--- src/rtl/led_arbiter.sv ---
// led_arbiter: arbitrates LED ownership between a bouncing scanner, the Nios PIO
// and a debounced push-button override window. Optional macro: LED_ARBITER_PRESS_COUNT_EN.
// Ports: CLK12M, RST_BTN (sync, active-low), USER_BTN (raw, low = pressed),
//        cpu_req, cpu_leds[7:0] in; btn_level, LED[7:0], owner[1:0] out
//        (owner 00 scan, 01 cpu, 10 override); press_cnt[7:0] out with the macro.
module led_arbiter #(
  parameter int unsigned DEBOUNCE_CYCLES = 120000,
  parameter int unsigned SCAN_DIV        = 1200000,
  parameter int unsigned OVR_CYCLES      = 36000000
) (
  input  logic       CLK12M,
  input  logic       RST_BTN,
  input  logic       USER_BTN,
  input  logic       cpu_req,
  input  logic [7:0] cpu_leds,
  output logic       btn_level,
  output logic [7:0] LED,
  output logic [1:0] owner
`ifdef LED_ARBITER_PRESS_COUNT_EN
  ,
  output logic [7:0] press_cnt
`endif
);

  localparam int DW = (DEBOUNCE_CYCLES > 1) ? $clog2(DEBOUNCE_CYCLES) : 1;
  localparam int SW = (SCAN_DIV > 1) ? $clog2(SCAN_DIV) : 1;
  localparam int OW = $clog2(OVR_CYCLES + 1);

  localparam logic [DW-1:0] DB_LAST  = DW'(DEBOUNCE_CYCLES - 1);
  localparam logic [SW-1:0] SD_LAST  = SW'(SCAN_DIV - 1);
  localparam logic [OW-1:0] OVR_LOAD = OW'(OVR_CYCLES);

  typedef enum logic [1:0] {
    ST_SCAN = 2'b00,
    ST_CPU  = 2'b01,
    ST_OVR  = 2'b10
  } state_e;

  logic [1:0]    sync_q;
  logic          stable_q, stable_d;
  logic [DW-1:0] db_cnt_q, db_cnt_d;
  logic          btn_now;
  logic          press;

  logic [SW-1:0] div_q, div_d;
  logic [7:0]    pos_q, pos_d;
  logic          up_q, up_d;

  state_e        state_q, state_d;
  logic [OW-1:0] ovr_q, ovr_d;
  logic [7:0]    led_q, led_d;

`ifdef LED_ARBITER_PRESS_COUNT_EN
  logic [7:0]    pc_q, pc_d;
`endif

  assign btn_now = ~sync_q[1];

  // Press pulses on the same cycle the stable value flips to pressed.
  always_comb begin
    stable_d = stable_q;
    db_cnt_d = '0;
    press    = 1'b0;
    if (btn_now != stable_q) begin
      if (db_cnt_q == DB_LAST) begin
        stable_d = btn_now;
        press    = btn_now;
      end else begin
        db_cnt_d = db_cnt_q + DW'(1);
      end
    end
  end

  always_comb begin
    div_d = div_q;
    pos_d = pos_q;
    up_d  = up_q;
    if (state_q != ST_CPU) begin
      if (div_q == SD_LAST) begin
        div_d = '0;
        if (up_q) begin
          if (pos_q[7]) begin
            pos_d = 8'h40;
            up_d  = 1'b0;
          end else begin
            pos_d = pos_q << 1;
          end
        end else begin
          if (pos_q[0]) begin
            pos_d = 8'h02;
            up_d  = 1'b1;
          end else begin
            pos_d = pos_q >> 1;
          end
        end
      end else begin
        div_d = div_q + SW'(1);
      end
    end
  end

  // Window ends on the cycle the counter would reach zero,
  // so OVERRIDE lasts exactly OVR_CYCLES cycles.
  always_comb begin
    state_d = state_q;
    ovr_d   = ovr_q;
    unique case (state_q)
      ST_SCAN: begin
        if (press) begin
          state_d = ST_OVR;
          ovr_d   = OVR_LOAD;
        end else if (cpu_req) begin
          state_d = ST_CPU;
        end
      end
      ST_CPU: begin
        if (press) begin
          state_d = ST_OVR;
          ovr_d   = OVR_LOAD;
        end else if (!cpu_req) begin
          state_d = ST_SCAN;
        end
      end
      ST_OVR: begin
        if (press) begin
          ovr_d = OVR_LOAD;
        end else if (ovr_q <= OW'(1)) begin
          ovr_d   = '0;
          state_d = cpu_req ? ST_CPU : ST_SCAN;
        end else begin
          ovr_d = ovr_q - OW'(1);
        end
      end
      default: begin
        state_d = ST_SCAN;
        ovr_d   = '0;
      end
    endcase
  end

  always_comb begin
    led_d = pos_q;
    unique case (state_q)
      ST_CPU:  led_d = cpu_leds;
`ifdef LED_ARBITER_PRESS_COUNT_EN
      ST_OVR:  led_d = pc_q;
`endif
      default: led_d = pos_q;
    endcase
  end

`ifdef LED_ARBITER_PRESS_COUNT_EN
  always_comb begin
    pc_d = pc_q;
    if (press) pc_d = pc_q + 8'd1;
  end
`endif

  always_ff @(posedge CLK12M) begin
    if (!RST_BTN) begin
      sync_q   <= 2'b11;
      stable_q <= 1'b0;
      db_cnt_q <= '0;
      div_q    <= '0;
      pos_q    <= 8'h01;
      up_q     <= 1'b1;
      state_q  <= ST_SCAN;
      ovr_q    <= '0;
      led_q    <= 8'h00;
`ifdef LED_ARBITER_PRESS_COUNT_EN
      pc_q     <= 8'h00;
`endif
    end else begin
      sync_q   <= {sync_q[0], USER_BTN};
      stable_q <= stable_d;
      db_cnt_q <= db_cnt_d;
      div_q    <= div_d;
      pos_q    <= pos_d;
      up_q     <= up_d;
      state_q  <= state_d;
      ovr_q    <= ovr_d;
      led_q    <= led_d;
`ifdef LED_ARBITER_PRESS_COUNT_EN
      pc_q     <= pc_d;
`endif
    end
  end

  assign btn_level = stable_q;
  assign LED       = led_q;
  assign owner     = state_q;
`ifdef LED_ARBITER_PRESS_COUNT_EN
  assign press_cnt = pc_q;
`endif

endmodule

--- config.mk ---
export PLATFORM = sky130hd
export DESIGN_NAME = led_arbiter
export DESIGN_NICKNAME = d
export VERILOG_FILES = /design/src/rtl/led_arbiter.sv
export SDC_FILE = /design/constraint.sdc
export NUM_CORES = 1
export LEC_CHECK = 0
export CAP_MARGIN = 10
export CORE_MARGIN = 8
export CORE_UTILIZATION = 55
export DETAILED_ROUTE_END_ITERATION = 10
export PLACE_DENSITY_LB_ADDON = 0.2
export SKIP_CTS_REPAIR_TIMING = 1
export SLEW_MARGIN = 10
export SYNTH_ARGS = -nofsm -noshare
export SYNTH_HDL_FRONTEND = slang
export SYNTH_SLANG_ARGS = --single-unit
--- constraint.sdc ---
create_clock -name CLK12M -period 4.1 [get_ports CLK12M]
set_clock_uncertainty 0.2 [all_clocks]
set_input_delay 0.82 -clock CLK12M [delete_from_list [all_inputs] [get_ports CLK12M]]
set_output_delay 0.82 -clock CLK12M [all_outputs]
set_load 0.01 [all_outputs]
### Yosys cells after proc, flatten, opt, wreduce, memory -nomap -nowiden

Cells that the tools add are included.

| cells by class | value |
|---|---|
| $add $sub $neg | 3 |
| $lt $le $gt $ge | 1 |
| equal/unequal tests | 11 |
| muxes and demuxes | 22 |
| bitwise operators | 3 |
| reductions and logical operators | 6 |

Operator list:

| kind | number |
|---|---|
| 2-to-1 mux 26 bit | 3 |
| case mux 26 bit (2 select lines) | 1 |
| <= comparator 26 x 1 -> 1 bit, second input constant | 1 |
| subtractor 26 x 1 -> 26 bit, second input constant | 1 |
| 2-to-1 mux 8 bit | 3 |
| adder 21 x 1 -> 21 bit, second input constant | 1 |
| equality test 21 bit, second input constant | 1 |
| 2-to-1 mux 21 bit | 1 |
| adder 17 x 1 -> 17 bit, second input constant | 1 |
| equality test 17 bit, second input constant | 1 |
| 2-to-1 mux 2 bit | 6 |
| 2-to-1 mux 7 bit | 1 |
| 2-to-1 mux 1 bit | 6 |
| != test 3 bit, second input constant | 2 |
| case mux 2 bit (3 select lines) | 1 |
| != test 2 x 1 -> 1 bit, second input constant | 2 |
| != test 2 bit, second input constant | 2 |
| AND reduction 2 bit | 2 |
| AND reduction 4 bit | 1 |
| inverter 1 bit | 3 |
| OR reduction 3 bit | 1 |
| equality test 2 x 1 -> 1 bit, second input constant | 1 |
| equality test 2 bit, second input constant | 1 |
| logical NOT 2 bit | 1 |
| 2 further kinds | 2 |

| word-level totals | value |
|---|---|
| bits in registers | 86 |
| input port bits | 12 |
| output and inout port bits | 11 |
| logic and storage cells | 55 |

### Depth between registers and ports, before layout

| logic depth | value |
|---|---|
| depth after elaboration | 5 |
| depth in mapped cells | 8 |
| depth with buffers taken out | 7 |

### Least setup slack after synthesis

No wires, ideal clock.

| timing | value |
|---|---|
| path type | reg2reg |
| from | reg ovr_q[14] |
| to | reg ovr_q[17] |
| library setup time | 0.114 ns |
| arrival time | 2.198 ns |
| required time | 3.786 ns |
| path slack | 1.588 ns |
| cell stages (with the launch flop) | 9 |
| path buffers | 2 |
| period minus slack after synthesis | 2.512 ns |
| cell sequence | dfxtp_1 -> or4_4 -> or3_1 -> buf_2 -> o311ai_4 -> or2_2 -> buf_6 -> o21ai_1 -> a21o_1 |

| on the way | value |
|---|---|
| word-level cells in the longest chain between the ends | 4 |
| elaborated cells on any way between the ends | 5 |
| those cells by class | add/sub (1); order compare (1); mux (3) |

RTL lines:

| what | RTL line | text |
|---|---|---|
| start, declared | 50 | `logic [OW-1:0] ovr_q, ovr_d;` |
| start signal, assigned | 181 | `ovr_q <= ovr_d;` |
| subtractor 26 x 1 -> 26 bit / <= comparator 26 x 1 -> 1 bit (equally long branches) | 131, 127 |  |
| 2-to-1 mux 26 bit (*) | 127 | `end else if (ovr_q <= OW'(1)) begin` |
| 2-to-1 mux 26 bit (*) | 125 | `if (press) begin` |
| case mux 26 bit (2 select lines) (*) | 107 | `unique case (state_q)` |

Mark *: on every way between the ends. The rest lies on a longest branch, timed or not.
A chain may end at the register's enable or synchronous reset.

### Final worst setup path

| timing | value |
|---|---|
| from | reg ovr_q[14] |
| to | reg ovr_q[23] |

Same word-level chain as after synthesis.

==> results.md <==
* Die area at 10130 um2
* ANT nets after route at 0
* DRC Markers at 0
* Layout cells sized above 1 at 6.073%
* H-Tree Depth at 3
* Multi-input gate area at 2095 um2
* Most used routing layer: met2
* Unrepaired setup endpoints after global routing: false
* CTS buffer count at 9
* Slowest stage delay, CP at 600 ps
* CP Class: flop to flop
* Most frequent cells in the layout: dfxtp_1 (86), nor2_1 (65), nand2_1 (51)
* Reg area at 1722 um2
* CTS Sinks at 86
* Worst Tran Pin Value at 799.5 ps
* R2r setup slk at 1030 ps
* TritonCTS clock tree: yes
* Die Width at 100.6 um
* Gr usage total at 16.93%
* Worst-path fanout max at 13
* Setup Total Neg Slack at 0 ps
* Vias at 3354
* Area grow syn2layout at 12.87%
* Avg WL per Cell at 13.78 um
* Library cells used by synthesis at 54
* GR Util met3 at 4.213%
* Share of the synthesized area in the top cell type at 43.71%
* Worst r2r dst: ovr_q[23]$_SDFFE_PN0P_
* EDFF count, synth at 0
* Latest clock arrival within the worst-skew pair at 350 ps
* Initial Util at 55.49%
* Max Transition Viols Final at 0
* Global routing usage on met2 at 27.87%
* Most common cell after layout, fill and taps aside: dfxtp_1
* Fmax at 325.4 MHz
* Routability cong. at 0.8581
* Final nets at 505
* Worst path cell trace: or4_4, or3_1, o311ai_4, or2_2, o21ai_0, a32o_1
* Peak supply drop at 0.0002050 V
* Syn avg cell area at 8.398 um2
* Slowest stage cell, crit path: o311ai_4
* Io pins at 23
* Cell taking the most area after synthesis: dfxtp_1
* Drt first pass iters at 5
* Reg2Reg Depth at 6
* Primary FF master, synth: dfxtp_1
* Worst slew margin at 46.51%
* First-pass GRT wire length at 14.00 mm
* Max-cap violation count at 0
* Mapped Area at 3939 um2
* Final period util at 74.96%
* Die H at 100.6 um
* WHS Path Cells at 1
* Grt met1 use at 20.45%
* Total grt overflow at 0
* HPWL after DPL at 5.730 mm
* Hold Path Class: flop to flop
* Syn nets at 485
* Root Driver: clkbuf_8
* Clock buffer depth at 2
* Async S/R FF share, synth at 0%
* Pleak at 1.677 nW
* Core ar. at 7098 um2
* Crit end category: flop
* Maximum number of pins on one net before global-route repair at 31
* Site row count at 31
* Dominant cells by area after synthesis: dfxtp_1 (44%), nor2_1 (6.2%), xor2_1 (5.8%), nand2_1 (4.9%), o21ai_0 (3.3%)
* Min Tclk post-route at 3073 ps
* Endpoints failing hold at 0
* YS warnings at 0
* Clock Pin Slew Worst Setup and Hold Paths at 80 ps
* Gate Count Post-Synth at 469
* Yosys reg bits at 86
* Number of global-route vias before repair at 3028
* WP data arrival at 3120 ps
* Fill cells at 643
* Via/cell ratio at 5.656
* Iter 0 DRT Violations at 171
* R2r startpoint: ovr_q[14]$_SDFFE_PN0P_
* CP required at 4150 ps
* Hold Path End: sync_q[1]$_SDFF_PN1_
* Routed WL at 8.169 mm
* Antenna fix cells at 0
* Worst setup SP type: flop
* Hold Slack at 217.2 ps
* Port Buf Inserts at 22
* Sequential area share after synthesis at 43.71%
* Initial antenna violation count at 0
* Power density cells at 346.0 nW/um2
* Hold path startpoint: sync_q[0]$_SDFF_PN1_
* Final setup fails at 0
* Status: completed
cells by family (layout without fill, tap and decap cells):
kind of cell	Yosys count	after routing	synth area share (%)
simple gates	218	218	27.48
compound gates	100	100	17.09
flops	86	86	43.71
xor+xnor	33	33	7.338
buf+inv	28	53	3.113
fa+ha+maj	4	4	1.271
power by group:
group	switching (mW)	internal [mW]	leakage (nW)
registers	0.00553	0.841	0.695
clock network	0.295	0.342	0.106
logic	0.0288	0.0252	0.876
per-stage QoR:
stage / area (um2) / utilization [%] / total power [mW] / instances / setup slack (ps)
after global placement: 4232 / 59.62 / 0.9201 / 577 / 1080
after floorplan: 3939 / - / 0.8950 / 469 / 1588
final: 4446 / 62.63 / 1.538 / 593 / 1027
after detailed placement: 4232 / 59.62 / 0.9212 / 577 / 1011
after global routing: 4446 / 62.63 / 1.608 / 593 / 755.2
after CTS: 4446 / 62.63 / 1.560 / 593 / 1007
registers in the layout, indices dropped and copies added, names as in the netlist:
name,flops
pos_q,8
LED,8
up_q,1
div_q,21
db_cnt_q,17
owner,2
sync_q,2
btn_level,1
ovr_q,26
synthesized netlist by cell type, types with 4 or more instances:
library cell,number
or3_1,9
nand2b_1,7
buf_2,5
nor2_1,65
and4_1,4
o211a_1,6
and3_1,4
or2_2,4
a21oi_1,17
nand3_1,23
o21ai_0,26
nor3_1,14
xor2_1,26
a21boi_0,12
nand2_1,51
a22oi_1,4
clkbuf_1,10
a31oi_1,6
a211oi_1,4
ha_1,4
inv_1,11
o31ai_1,4
xnor2_1,7
nor4_1,8
dfxtp_1,86
nand4_1,10
worst max-delay path by stage:
stage               cells past startpoint              startpoint                endpoint
finish                                  6  ovr_q[14]$_SDFFE_PN0P_  ovr_q[23]$_SDFFE_PN0P_
global route                            8   owner[1]$_SDFFE_PN0P_  div_q[10]$_SDFFE_PN0N_
CTS                                     8   owner[1]$_SDFFE_PN0P_   div_q[2]$_SDFFE_PN0N_
detailed placement                      8   owner[1]$_SDFFE_PN0P_   div_q[2]$_SDFFE_PN0N_
global placement                        8   owner[1]$_SDFFE_PN0P_  div_q[12]$_SDFFE_PN0N_
floorplan                               8  ovr_q[14]$_SDFFE_PN0P_  ovr_q[17]$_SDFFE_PN0P_
per-layer routing:
layer / share of wire, % / vias up
met1: 47 / 1565
met4: 1.0 / 0
met2: 47 / 79
met3: 4.9 / 8
met5: 0 / -
li1: - / 1702
critical path: cells and delay by family, from the launching register on:
family	cells	cell delay [ps]
AO/OA/AOI/OAI	3	950
flip-flops	1	370
AND/OR/NAND/NOR	3	1450
final cells by class:
cell class	instances	area share [%]
Multi-Input combinational cell	355	47.12
Sequential cell	86	38.73
Timing Repair Buffer	26	5.629
Clock buffer	10	2.871
Tap cell	99	2.786
Clock inverter	6	1.942
Inverter	11	0.9288
Power figures use the tool's default switching activity.
